$ cat config.mk
export PLATFORM = sky130hd
export DESIGN_NAME = decim_avg_multi
export DESIGN_NICKNAME = d
export VERILOG_FILES = /design/src/rtl/decim_pkg.sv /design/src/rtl/decim_chan.sv /design/src/rtl/decim_avg_multi.sv
export SDC_FILE = /design/constraint.sdc
export NUM_CORES = 1
export LEC_CHECK = 0
export ABC_AREA = 0
export BUFFER_PORTS_ARGS = -buffer_cell sky130_fd_sc_hd__buf_4
export CORE_ASPECT_RATIO = 1.4
export CORE_MARGIN = 10
export CORE_UTILIZATION = 44
export CTS_BUF_LIST = sky130_fd_sc_hd__clkbuf_8
export CTS_CLUSTER_DIAMETER = 60
export DETAILED_ROUTE_END_ITERATION = 7
export HOLD_SLACK_MARGIN = 0.06
export SLEW_MARGIN = 30
export SYNTH_ARGS = -nofsm -noshare
export SYNTH_HDL_FRONTEND = slang
export SYNTH_HIERARCHICAL = 1
export SYNTH_SLANG_ARGS = --single-unit
$ cat constraint.sdc
create_clock -name I_clk -period 4.6 [get_ports I_clk]
set_input_delay 0.46 -clock I_clk [delete_from_list [all_inputs] [get_ports I_clk]]
set_output_delay 0.46 -clock I_clk [all_outputs]
set_load 0.005 [all_outputs]
$ cat src/rtl/decim_pkg.sv
// +--------------------------------------------------------------------------+
// | decim_pkg : shared defaults and helpers for the boxcar decimator         |
// | Rev 1.0   : initial release                                              |
// +--------------------------------------------------------------------------+
`default_nettype none

package decim_pkg;

  localparam int unsigned DW_DEFAULT       = 14;
  localparam int unsigned MAX_LOG2_DEFAULT = 7;

  function automatic int unsigned acc_width(input int unsigned dw, input int unsigned max_log2);
    return dw + max_log2;
  endfunction

  function automatic logic [2:0] clamp_log2(input logic [2:0] req, input int unsigned max_log2);
    if (32'(req) > max_log2) begin
      return 3'(max_log2);
    end
    return req;
  endfunction

endpackage

`default_nettype wire

$ cat src/rtl/decim_chan.sv
// +--------------------------------------------------------------------------+
// | decim_chan : one lane of the decimator - accumulator, shifter and the    |
// |              optional round-half-up adder (enabled by DECIM_ROUND_EN)    |
// | Rev 1.0    : initial release                                             |
// +--------------------------------------------------------------------------+
`default_nettype none

module decim_chan
  import decim_pkg::*;
#(
  parameter int unsigned DW       = DW_DEFAULT,
  parameter int unsigned MAX_LOG2 = MAX_LOG2_DEFAULT
) (
  input  logic          clk_i,
  input  logic          rst_i,
  input  logic [DW-1:0] din_i,
  input  logic          keep_acc_i,
  input  logic          add_i,
  input  logic          clr_i,
  input  logic          emit_i,
  input  logic [2:0]    shift_i,
  output logic [DW-1:0] dout_o
);

  localparam int unsigned AW = acc_width(DW, MAX_LOG2);

  logic [AW-1:0] acc_q, acc_d;
  logic [DW-1:0] dout_q, dout_d;
  logic [AW-1:0] w_sum;
  logic [AW-1:0] w_rnd;
  logic [AW-1:0] w_rsum;

  always_comb begin
    w_sum = (keep_acc_i ? acc_q : '0) + AW'(din_i);
`ifdef DECIM_ROUND_EN
    w_rnd = (shift_i == 3'd0) ? '0 : (AW'(1) << (shift_i - 3'd1));
`else
    w_rnd = '0;
`endif
    // Rounded sum stays below 2^(DW+shift), so the shifted value always fits DW bits.
    w_rsum = w_sum + w_rnd;
    dout_d = emit_i ? DW'(w_rsum >> shift_i) : dout_q;

    acc_d = acc_q;
    if (emit_i) begin
      acc_d = '0;
    end else if (add_i) begin
      acc_d = w_sum;
    end else if (clr_i) begin
      acc_d = '0;
    end
  end

  always_ff @(posedge clk_i) begin
    if (rst_i) begin
      acc_q  <= '0;
      dout_q <= '0;
    end else begin
      acc_q  <= acc_d;
      dout_q <= dout_d;
    end
  end

  assign dout_o = dout_q;

endmodule

`default_nettype wire

$ cat src/rtl/decim_avg_multi.sv
// +--------------------------------------------------------------------------+
// | decim_avg_multi : multi-channel 2^N boxcar-averaging decimator with sync |
// |                   realignment; DECIM_ROUND_EN selects round-half-up      |
// | Rev 1.0         : initial release                                        |
// +--------------------------------------------------------------------------+
`default_nettype none

module decim_avg_multi
  import decim_pkg::*;
#(
  parameter int unsigned CHANNELS = 8,
  parameter int unsigned DW       = DW_DEFAULT,
  parameter int unsigned MAX_LOG2 = MAX_LOG2_DEFAULT
) (
  input  logic                   I_clk,
  input  logic                   I_rst,
  input  logic [CHANNELS*DW-1:0] I_din,
  input  logic                   I_valid,
  input  logic [2:0]             I_log2_ratio,
  input  logic                   I_sync,
  output logic [CHANNELS*DW-1:0] O_dout,
  output logic                   O_rdy
);

  logic [MAX_LOG2-1:0] cnt_q, cnt_d;
  logic [2:0]          nact_q, nact_d;
  logic                rdy_q, rdy_d;

  logic [2:0]          w_n_new;
  logic [MAX_LOG2-1:0] w_last_cnt;
  logic                w_keep_acc;
  logic                w_add;
  logic                w_clr;
  logic                w_emit;
  logic [2:0]          w_shift;

  assign w_n_new    = clamp_log2(I_log2_ratio, MAX_LOG2);
  assign w_last_cnt = ~({MAX_LOG2{1'b1}} << nact_q);

  always_comb begin
    w_keep_acc = 1'b1;
    w_add      = 1'b0;
    w_clr      = 1'b0;
    w_emit     = 1'b0;
    w_shift    = nact_q;
    cnt_d      = cnt_q;
    nact_d     = nact_q;

    if (I_sync) begin
      // Partial frame is dropped; a coincident sample opens the new frame,
      // or forms a frame by itself when the new exponent is zero.
      w_keep_acc = 1'b0;
      w_clr      = 1'b1;
      w_shift    = 3'd0;
      nact_d     = w_n_new;
      w_emit     = I_valid && (w_n_new == 3'd0);
      w_add      = I_valid && (w_n_new != 3'd0);
      cnt_d      = w_add ? MAX_LOG2'(1) : '0;
    end else if (I_valid) begin
      if (cnt_q == w_last_cnt) begin
        w_emit = 1'b1;
        cnt_d  = '0;
        nact_d = w_n_new;
      end else begin
        w_add = 1'b1;
        cnt_d = cnt_q + MAX_LOG2'(1);
      end
    end

    rdy_d = w_emit;
  end

  always_ff @(posedge I_clk) begin
    if (I_rst) begin
      cnt_q  <= '0;
      nact_q <= w_n_new;
      rdy_q  <= 1'b0;
    end else begin
      cnt_q  <= cnt_d;
      nact_q <= nact_d;
      rdy_q  <= rdy_d;
    end
  end

  assign O_rdy = rdy_q;

  for (genvar k = 0; k < CHANNELS; k++) begin : g_chan
    decim_chan #(
      .DW       (DW),
      .MAX_LOG2 (MAX_LOG2)
    ) u_chan (
      .clk_i      (I_clk),
      .rst_i      (I_rst),
      .din_i      (I_din[k*DW +: DW]),
      .keep_acc_i (w_keep_acc),
      .add_i      (w_add),
      .clr_i      (w_clr),
      .emit_i     (w_emit),
      .shift_i    (w_shift),
      .dout_o     (O_dout[k*DW +: DW])
    );
  end

endmodule

`default_nettype wire
Word level (Yosys, flattened, before mapping)
Cells that the tools add are included.

storage, ports and cells
  register bits after elaboration = 291
  input port bits = 119
  output and inout port bits = 113
  word-level logic and storage cells = 82

cells by class
  add/subtract/negate cells = 9
  eq/ne operators = 1
  shifts and indexed selects = 9
  muxes and demuxes = 33
  bitwise logic cells = 1
  reduce and logical (&&, ||, !) cells = 10

operator list
  kind                 number
  $mux 21              17
  $add 21x14->21       8
  $shr 21x3->14        8
  $mux 7               3
  $mux 3               5
  $reduce_bool 3->1    3
  $mux 1               8
  $add 7x1->7 const B  1
  $eq 7x7->1           1
  $not 7->7            1
  $shl 7x3->7 const A  1
  $reduce_bool 2->1    2
  $logic_not 3->1      1
  $logic_and 1x1->1    2
  $reduce_and 2->1     1
  $reduce_or 2->1      1

Longest topological paths before layout
Gate-level depths: netlist of the first run.

  depth after elaboration = 7
  gate-level depth with buffers = 16
  gate-level depth less buffers = 13

Cells and area by module
Netlist of the first run, hierarchy kept.

by module, submodules not included
  module                             instances  cells each  area each (sq um)  sequential area each (sq um)
  decim_chan (g_chan[4].u_chan ...)  4          408         3173.0             700.7
  decim_chan (g_chan[1].u_chan ...)  3          396         3153.0             700.7
  decim_chan (g_chan[0].u_chan)      1          395         3144.3             700.7
  decim_avg_multi                    1          91          725.7              250.2

Worst setup path after synthesis of the first run
No wires, ideal clock.

  path kind = input to register
  from = input I_sync
  to = register g_chan[4].u_chan.dout_q[13]
  library setup time = 0.092 ns
  arrival = 4.240 ns
  required time = 4.508 ns
  setup slack = 0.268 ns
  stages = 16
  path buffers = 3
  cell sequence = clkbuf_1 -> inv_1 -> clkbuf_1 -> clkbuf_1 -> and2_1 -> ha_1 -> inv_1 -> fa_1 -> nand2b_2 -> a21oi_4 -> o21ai_2 -> a21oi_1 -> mux2_2 -> mux4_2 -> nor2b_1 -> nor4_1

between the ends
  cells in the longest elaborated chain, start to end = 3
  elaborated cells between the ends (all ways) = 5
  those cells by class = add/sub: 1; shift: 1; mux: 3

ends and longest elaborated chain
  what                  line                   source
  start, declared       decim_avg_multi.sv:20  input logic I_sync,
  $mux 21               decim_chan.sv:34       w_sum = (keep_acc_i ? acc_q : '0) + AW'(din_i);
  $add 21x14->21        decim_chan.sv:34
  $shr 21x3->14         decim_chan.sv:42       dout_d = emit_i ? DW'(w_rsum >> shift_i) : dout_q;
  end signal, assigned  decim_chan.sv:60       dout_q <= dout_d;
  end, declared         decim_chan.sv:28       logic [DW-1:0] dout_q, dout_d;

Parallel ways exist; a longest one is shown, timed or not.
A chain may end at the register's enable or synchronous reset.

Final worst setup path of the first run
  from = register g_chan[5].u_chan.acc_q[0]
  to = register g_chan[5].u_chan.dout_q[13]

between the ends
  cells in the longest elaborated chain, start to end = 3

ends and longest elaborated chain
  what                    line              source
  start, declared         decim_chan.sv:27  logic [AW-1:0] acc_q, acc_d;
  start signal, assigned  decim_chan.sv:56  acc_q <= '0;
  start signal, assigned  decim_chan.sv:59  acc_q <= acc_d;
  $mux 21                 decim_chan.sv:34
  $add 21x14->21          decim_chan.sv:34
  $shr 21x3->14           decim_chan.sv:42
  end signal, assigned    decim_chan.sv:60
  end, declared           decim_chan.sv:28

Every way passes these cells.

==> impl_metrics.tcl, run 1 <==
set metrics [dict create \
    post_drt_wl_per_cell_um 20.1 \
    die_h_um 308 \
    p_seq_share_pct 35.0 \
    grt_antenna_before_repair 3 \
    cp_max_fo 4 \
    utilization_pct 50.1 \
    initial_core_util_pct 44.4 \
    cts_max_path_buffers 3 \
    hold_viol_final 0 \
    cp-startpoint "g_chan[5].u_chan/acc_q[0]" \
    globalplace.congestion 0.948 \
    finalSetupTns_ns 0 \
    clock_sinks 291 \
    setup_viol 0 \
    finalPower_w 0.00766 \
    synth-compound-area-share_pct 26.8 \
    grt_max_degree 120 \
    cp.arrival_ns 4.14 \
    syn_area_um2 26000 \
    die_x_um 226 \
    hold_buffers 3 \
    insertion_delay_ns 0.66 \
    hp-class "in -> reg" \
    maxCapViolCount 0 \
    numCtsBuffers 54 \
    endpoint "g_chan[5].u_chan/dout_o[13]" \
    drive_above_1_share_pct 17.3 \
    synth_edf_count 3 \
    synthFlopType "dfxtp_1" \
    outcome "finished, final reports clean" \
    track_usage_pct 23.5 \
    syn2layout_area_growth_pct 12.9 \
    critical_path_class "reg -> reg" \
    post_cts_resize_count 0 \
    yosysSeqAreaShare_pct 22.5 \
    whs_ns 0.134 \
    core_area_um2 58600 \
    drv_slew 0 \
    post_cts_buffers 0 \
    fin_crit_sh_pct 78.3 \
    yosysUniqueCellTypes 100 \
    placementRows 105 \
    gr-total-overflow 0 \
    fin_crit_ns 3.60 \
    rr_endpoint "g_chan[5].u_chan/dout_o[13]" \
    worst_r2r_path_depth 12 \
    synth_top_family_by_area "compound AO/OA/AOI/OAI gates" \
    drtIter0Drc 1684 \
    firstDrtPassIters 6 \
    ant_nets 0 \
    synth_xor_area_share_pct 4.69 \
    rsz0062_at_grt "false" \
    synthCells 3306 \
    synth_seq_cells 291 \
    h-tree-depth 2 \
    clk_pin_slew_ns 0.07 \
    p_leak_nw 11.5 \
    clkPwrFrac_pct 36.7 \
    pwr-share-comb_pct 28.3 \
    routed_via_density 6.06 \
    totalWireLength_um 84300 \
    tritoncts "yes" \
    power.switching_w 0.00256 \
    synth_fa_ha_area_share_pct 6.05 \
    async_flop_share_pct 0 \
    relSlewSlack_pct 44.0 \
    portBuffers 231 \
    place.detailed.instances 4090 \
    rrSetupSlack_ns 1.0 \
    yosys.area_share.simple_pct 23.9 \
    fin_skew_ns 0.0263 \
    tightest_slew_ns 0.840 \
    synth_top_area_share_pct 22.2 \
    end_kind "register" \
    drc_errors 0 \
    start_kind "register" \
    grt_pass1_vias 25000 \
    required_ns 5.14 \
    muxShareOfSynthArea_pct 10.3 \
    r2r-start "g_chan[5].u_chan/acc_q[0]" \
    ys_warn_count 6 \
    mostFrequentLayoutCells "nor2_1, a21oi_1, dfxtp_1" \
    pin_count 232 \
    switching_share_pct 33.5 \
    synthTopCellsByArea "dfxtp_1, a21oi_1, nor2_1" \
    hpwl_um 62600 \
    cts_root_buffer "clkbuf_8" \
    internal-power_w 0.00510 \
    peakVddDrop_mv 0.217 \
    syn_nets 3546 \
    via_count 25400 \
    grt_pass1_wl_um 134000 \
    final_common_cell "nor2_1" \
    nNetsFinal 3640 \
    max_freq_ghz 0.278 \
    layout.cells.non_filler 4189 \
    power_density_nw_per_um2 261 \
    synth_area_leader_cell "dfxtp_1" \
    die_area_um2 69400 \
    avgSynthCellArea_um2 7.87 \
]
[routing by layer]
layer | part of all wire (%) | track usage [%]
met5 | 0.032 | 0
met4 | 3.7 | 9.07
met3 | 4.8 | 3.84
met2 | 50 | 42.7
met1 | 41 | 26.8
[layout make-up]
type | count | area [µm²]
Fill cell | 5813 | 29200
Multi-Input combinational cell | 2641 | 18700
Sequential cell | 291 | 5860
Timing Repair Buffer | 276 | 2180
Clock buffer | 71 | 977
Tap cell | 749 | 937
Inverter | 136 | 515
Clock inverter | 24 | 214
Antenna cell | 1 | 2.50
[power by group through the flow]
stage               Clock [W]  Combinational [W]  Sequential [W]
finish                0.00281            0.00216         0.00268
global route          0.00300            0.00237         0.00269
CTS                   0.00291            0.00216         0.00268
detailed placement          0            0.00215         0.00274
global placement            0            0.00213         0.00273
floorplan                   0            0.00157         0.00272
[critical path, cell delays in order, from the launching register on]
cell,delay (ns)
dfxtp_1,0.39
and2_1,0.24
ha_1,0.23
inv_1,0.07
fa_1,0.45
nand2b_2,0.23
a21oi_4,0.19
o21ai_2,0.13
a21oi_1,0.28
mux2_2,0.43
mux4_2,0.48
nor2b_1,0.15
nor4_1,0.23
[registers in the layout (all words and copies together) (netlist names)]
name                  count
g_chan.u_chan/dout_o    112
cnt_q                     7
g_chan.u_chan/acc_q     168
nact_q                    3
O_rdy                     1
[Yosys cell counts (52+ instances only)]
master and instances:
a211oi_1 121, a21oi_1 323, and2_1 124, clkbuf_1 200, dfxtp_1 288, ha_1 113, inv_1 127, mux2i_1 90
mux4_2 67, nand2_1 240, nand3_1 70, nor2_1 419, nor3_1 73, nor3b_1 139, o21ai_0 94, xnor2_1 78
xor2_1 52
[cells by family (layout without fill, tap and decap cells)]
| logic type | Yosys count | in the layout |
|---|---|---|
| simple gates | 1235 | 1235 |
| compound gates | 974 | 974 |
| buf+inv | 374 | 507 |
| flops | 291 | 291 |
| mux | 176 | 176 |
| xor+xnor | 135 | 135 |
| fa+ha+maj | 121 | 121 |
| other cells | 0 | 1 |
[worst min path at each step]
stage | startpoint | depth (start not counted) | slack, ns | end
2_1_floorplan | g_chan[1].u_chan/dout_o[12] | 2 | 0.45 | g_chan[1].u_chan/dout_o[12]
3_3_place_gp | g_chan[2].u_chan/dout_o[12] | 2 | 0.46 | g_chan[2].u_chan/dout_o[12]
3_5_place_dp | g_chan[5].u_chan/dout_o[0] | 2 | 0.47 | g_chan[5].u_chan/dout_o[0]
4_1_cts | I_sync | 2 | 0.07 | cnt_q[0]
5_1_grt | I_sync | 2 | 0.11 | cnt_q[0]
6_report | I_sync | 2 | 0.13 | cnt_q[0]
[per-stage QoR]
step                      setup slack, ns  cell area [µm²]
after floorplan                     0.268            26000
after global placement              0.451            28200
after detailed placement            0.393            28200
after CTS                           0.996            29400
after global routing                0.826            29400
final                                1.00            29400
Power figures use the tool's default switching activity.
==> run 2: changes to the inputs <==
- ABC_AREA: 0 -> 1
- clock period: 4.6 -> 3.12 ns (I/O delays scaled with it)
==> impl_metrics.tcl, run 2 <==
set metrics [dict create \
    outcome "finished, final reports clean" \
    placementRows 105 \
    top_register "g_chan.u_chan/acc_q" \
    avgSynthCellArea_um2 5.55 \
    rsz0062_at_grt "false" \
    post_cts_resize_count 0 \
    via_count 29700 \
    async_flop_share_pct 0 \
    portBuffers 231 \
    hold_viol_final 0 \
    tritoncts "yes" \
    yosysMostFrequentCell "nand2_1" \
    post_drt_wl_per_cell_um 15.8 \
    finalSetupTns_ns 0 \
    hold_buffers 11 \
    whs_ns 0.128 \
    syn_nets 4958 \
    grt_pass1_wl_um 146000 \
    drive_above_1_share_pct 12.1 \
    final_common_cell "nand2_1" \
    required_ns 3.71 \
    firstDrtPassIters 8 \
    peakVddDrop_mv 0.258 \
    h-tree-depth 2 \
    syn2layout_area_growth_pct 16.2 \
    die_h_um 309 \
    setup_viol 0 \
    synthCells 4718 \
    die_area_um2 69800 \
    grt_antenna_before_repair 2 \
    synthTopCellsByArea "nand2_1, dfxtp_1, nand3_1" \
    hpwl_um 71600 \
    drtIter0Drc 1902 \
    synthFlopType "dfxtp_1" \
    numCtsBuffers 56 \
    die_x_um 226 \
    p_leak_nw 16.7 \
    rrSetupSlack_ns 0.29 \
    endpoint "g_chan[3].u_chan/acc_q[7]" \
    worst_r2r_path_depth 12 \
    synth_common_cells "nand2_1, nand3_1, inv_1, dfxtp_1, a21oi_1" \
    mostFrequentLayoutCells "nand2_1, nand3_1, inv_1" \
    gr-total-overflow 0 \
    insertion_delay_ns 0.69 \
    cp_max_fo 14 \
    nNetsFinal 5205 \
    cp.arrival_ns 3.42 \
    rr_endpoint "g_chan[3].u_chan/acc_q[7]" \
    cts_max_path_buffers 3 \
    globalplace.congestion 0.951 \
    core_area_um2 58700 \
    synth_edf_count 3 \
    max_freq_ghz 0.353 \
    synth_top_area_share_pct 25.6 \
    yosysSeqAreaShare_pct 22.4 \
    yosysUniqueCellTypes 43 \
    fin_skew_ns 0.0462 \
    ys_warn_count 6 \
    hp-class "in -> reg" \
    drc_errors 0 \
    track_usage_pct 25.6 \
    clk_pin_slew_ns 0.07 \
    grt_pass1_vias 28600 \
    synth_area_leader_cell "nand2_1" \
    maxCapViolCount 0 \
    power_density_nw_per_um2 369 \
    ant_nets 0 \
    initial_core_util_pct 44.6 \
    syn_area_um2 26200 \
    fin_crit_sh_pct 90.7 \
    cp-startpoint "nact_q[2]" \
    r2r-start "nact_q[2]" \
    tightest_slew_ns 0.962 \
    largest_register_ffs 168 \
    clock_sinks 291 \
    drv_slew 0 \
    end_kind "register" \
    routed_via_density 5.15 \
    pin_count 232 \
    grt_max_degree 65 \
    synth_seq_cells 291 \
    fin_crit_ns 2.83 \
    totalWireLength_um 91200 \
    post_cts_buffers 0 \
    critical_path_class "reg -> reg" \
    cts_root_buffer "clkbuf_8" \
    relSlewSlack_pct 35.7 \
    start_kind "register" \
]
==> run 2: worst min-delay path by stage <==
stage,startpoint,end,slack (ns),cells past startpoint
final,I_rst,O_rdy,0.13,2
after global routing,I_rst,cnt_q[1],0.12,2
after CTS,I_rst,O_rdy,0.08,2
after detailed placement,g_chan[7].u_chan/dout_o[9],g_chan[7].u_chan/dout_o[9],0.44,2
after global placement,g_chan[3].u_chan/dout_o[13],g_chan[3].u_chan/dout_o[13],0.44,2
after floorplan,I_rst,O_rdy,0.38,1
==> run 2: worst max-delay path, cell delays in order (launching register included) <==
cell and delay, ns:
edfxtp_1 0.52, inv_2 0.14, nand2_1 0.08, nor2_1 0.11, nor2_2 0.06, nand2_2 0.07, nor2_4 0.04, nand4_1 0.09
nand2_2 0.16, nor2_1 0.70, inv_1 0.34, buf_4 0.29, a21oi_1 0.14
==> run 2: power breakdown <==
group          total, W  switching (W)  internal (W)
combinational   0.00297        0.00193       0.00103
clock           0.00432        0.00183       0.00249
sequential      0.00394      0.0000819       0.00386
==> run 2: logic make-up after synthesis <==
family	synth area share, %
AOI/OAI and AO/OA	7.85
xor gates and xnor gates	1.54
adders and majority gates	6.01
buffers and inverters	12.2
DFF	22.4
muxes	0.153
and+or+nand+nor	49.9
==> run 2: metal layers <==
| layer | track usage (%) | up-vias | routed length, µm |
|---|---|---|---|
| li1 | - | 15500 | - |
| met1 | 30.3 | 13300 | 38900 |
| met2 | 45.9 | 726 | 44800 |
| met3 | 4.15 | 145 | 4800 |
| met4 | 8.11 | 2 | 2650 |
| met5 | 0 | - | 7 |
==> run 2: layout make-up <==
type                            count  area, µm²
Multi-Input combinational cell   3611      17200
Inverter                          667       2510
Clock buffer                       69        950
Tap cell                          749        937
Clock inverter                     31        304
Timing Repair Buffer              338       2700
Fill cell                        6471      28300
Sequential cell                   291       5860
Antenna cell                        1       2.50
==> run 2: per-stage QoR <==
step | setup slack (ns) | std cells | util [%] | area, µm² | total power, W
final | 0.291 | 5757 | 51.8 | 30400 | 0.0112
after global routing | 0.0458 | 5757 | 51.8 | 30400 | 0.0119
after CTS | 0.254 | 5756 | 51.8 | 30400 | 0.0114
after detailed placement | 0.0639 | 5645 | 49.5 | 29100 | 0.00696
after global placement | 0.0970 | 5645 | 49.5 | 29100 | 0.00696
after floorplan | 0.132 | 4718 | - | 26200 | 0.00602
==> run 3: changes to the inputs <==
- PLACE_DENSITY: not set -> 0.72
==> impl_metrics.tcl, run 3 (synthesis results as in run 2) <==
set metrics [dict create \
    die_h_um 309 \
    hpwl_um 69100 \
    max_freq_ghz 0.346 \
    grt_max_degree 62 \
    outcome "finished, final reports clean" \
    multi_input_area_um2 17200 \
    fin_area_um2 30200 \
    cts_root_buffer "clkbuf_8" \
    p_leak_nw 16.5 \
    min_path_cells 4 \
    rr_endpoint "g_chan[1].u_chan/acc_q[7]" \
    pin_count 232 \
    fin_skew_ns 0.0275 \
    drtIter0Drc 1899 \
    cpMaxStageDelayCell "nor2_1" \
    fin_crit_sh_pct 92.6 \
    drive_above_1_share_pct 11.6 \
    portBuffers 231 \
    routed_via_density 5.24 \
    r2r-start "nact_q[2]" \
    core_area_um2 58700 \
    clock_sinks 291 \
    fin_crit_ns 2.89 \
    worst_slack_ns 0.232 \
    layout.cells.non_filler 5727 \
    grt_pass1_wl_um 142000 \
    grt_antenna_before_repair 8 \
    drv_slew 0 \
    gr-total-overflow 0 \
    place.detailed.instances 5622 \
    seq_area_um2 5860 \
    tritoncts "yes" \
    top_register "g_chan.u_chan/acc_q" \
    cpPeakStageDelay_ns 0.55 \
    setup_viol 0 \
    grt_pass1_vias 28400 \
    h-tree-depth 2 \
    die_area_um2 69800 \
    placementRows 105 \
    rrSetupSlack_ns 0.23 \
    totalWireLength_um 88700 \
    dpl_worst_slack_ns 0.136 \
    relSlewSlack_pct 39.0 \
    drc_errors 0 \
    mostFrequentLayoutCells "nand2_1, nand3_1, inv_1" \
    worst_r2r_path_depth 13 \
    required_ns 3.68 \
    hold_viol_final 0 \
    hp-start "I_din[0]" \
    initial_core_util_pct 44.6 \
    insertion_delay_ns 0.65 \
    ant_nets 0 \
    start_kind "register" \
    via_count 30000 \
    peakVddDrop_mv 0.302 \
    placed_area_um2 28900 \
    syn2layout_area_growth_pct 15.2 \
    tightest_slew_ns 0.911 \
    power_density_nw_per_um2 365 \
    holdPathEnd "g_chan[0].u_chan/acc_q[0]" \
    die_x_um 226 \
    hp-class "in -> reg" \
    cts_max_path_buffers 3 \
    cp_max_fo 24 \
    post_drt_wl_per_cell_um 15.5 \
    firstDrtPassIters 7 \
    clk_pin_slew_ns 0.06 \
    final_common_cell "nand2_1" \
    critical_path_class "reg -> reg" \
    maxCapViolCount 0 \
    numCtsBuffers 54 \
    end_kind "register" \
    globalplace.congestion 0.968 \
    track_usage_pct 24.7 \
    worstPathCellList "inv_2 -> nand2_1 -> nor2_1 -> nor2_2 -> nand2_2 -> nor2_4 -> nand4_1 -> nand2_2 -> buf_12 -> nor2_1 -> inv_1 -> buf_4 -> a21oi_1" \
    largest_register_ffs 168 \
    fill_cells 6342 \
    nNetsFinal 5174 \
    cp.arrival_ns 3.45 \
]
[run 3: changes by cell type in the layout (fill, tap and decap cells not counted), sizes merged]
cell	delta
buf	-23
dlygate4sd3	-6
clkinvlp	-4
clkinv	+2
inv	+2
bufinv	-1
clkbuf	-1
diode	+1
[run 3: area by class of cell]
cell class,count,area share [%]
Antenna cell,2,0.0166
Clock buffer,68,3.10
Clock inverter,30,0.855
Inverter,667,8.32
Multi-Input combinational cell,3611,57.0
Sequential cell,291,19.4
Tap cell,749,3.11
Timing Repair Buffer,309,8.23
[run 3: stage by stage]
stage	total power, W	setup TNS [ns]	hold WS [ns]	utilization, %
after global routing	0.0117	-0.00328	0.123	51.4
final	0.0110	0	0.130	51.4
after CTS	0.0111	0	0.0650	51.3
after floorplan	0.00602	0	0.381	-
after detailed placement	0.00691	0	0.441	49.2
after global placement	0.00689	0	0.438	49.2
[run 3: timing repair]
action	CTS	global route
hold endpoints to repair	11	0
setup endpoints to repair	0	34
hold buffers	5	0
resized for setup	0	3
setup buffers	0	0
[run 3: layer usage]
metal	global-route usage, %	share of wire [%]	up-vias
met4	11.4	4.4	12
met3	4.07	6.1	255
met1	27.7	40	13400
met2	44.5	49	895
li1	-	-	15400
met5	0	0.080	-
[run 3: how the worst max path moves through the flow]
stage	end	startpoint	cells past startpoint	slack, ns
5_1_grt	g_chan[1].u_chan/dout_o[8]	nact_q[2]	13	-0.003
4_1_cts	g_chan[0].u_chan/acc_q[19]	nact_q[2]	13	0.12
3_5_place_dp	g_chan[6].u_chan/dout_o[10]	I_sync	23	0.14
3_3_place_gp	g_chan[6].u_chan/dout_o[10]	I_sync	23	0.15
6_report	g_chan[1].u_chan/acc_q[7]	nact_q[2]	13	0.23
2_1_floorplan	g_chan[0].u_chan/dout_o[12]	I_sync	18	0.13
[run 3: report_power, final]
group | internal [W] | switching [W] | total, W
Combinational | 0.00100 | 0.00192 | 0.00293
Clock | 0.00236 | 0.00178 | 0.00415
Sequential | 0.00386 | 0.0000796 | 0.00394
[run 3: worst max-delay path, delay by kind of cell, from the launching register on]
| family | cells | cell delay (ns) |
|---|---|---|
| flip-flops | 1 | 0.52 |
| AND/OR/NAND/NOR | 8 | 1.33 |
| AO/OA/AOI/OAI | 1 | 0.14 |
| buffers and inverters | 4 | 0.78 |
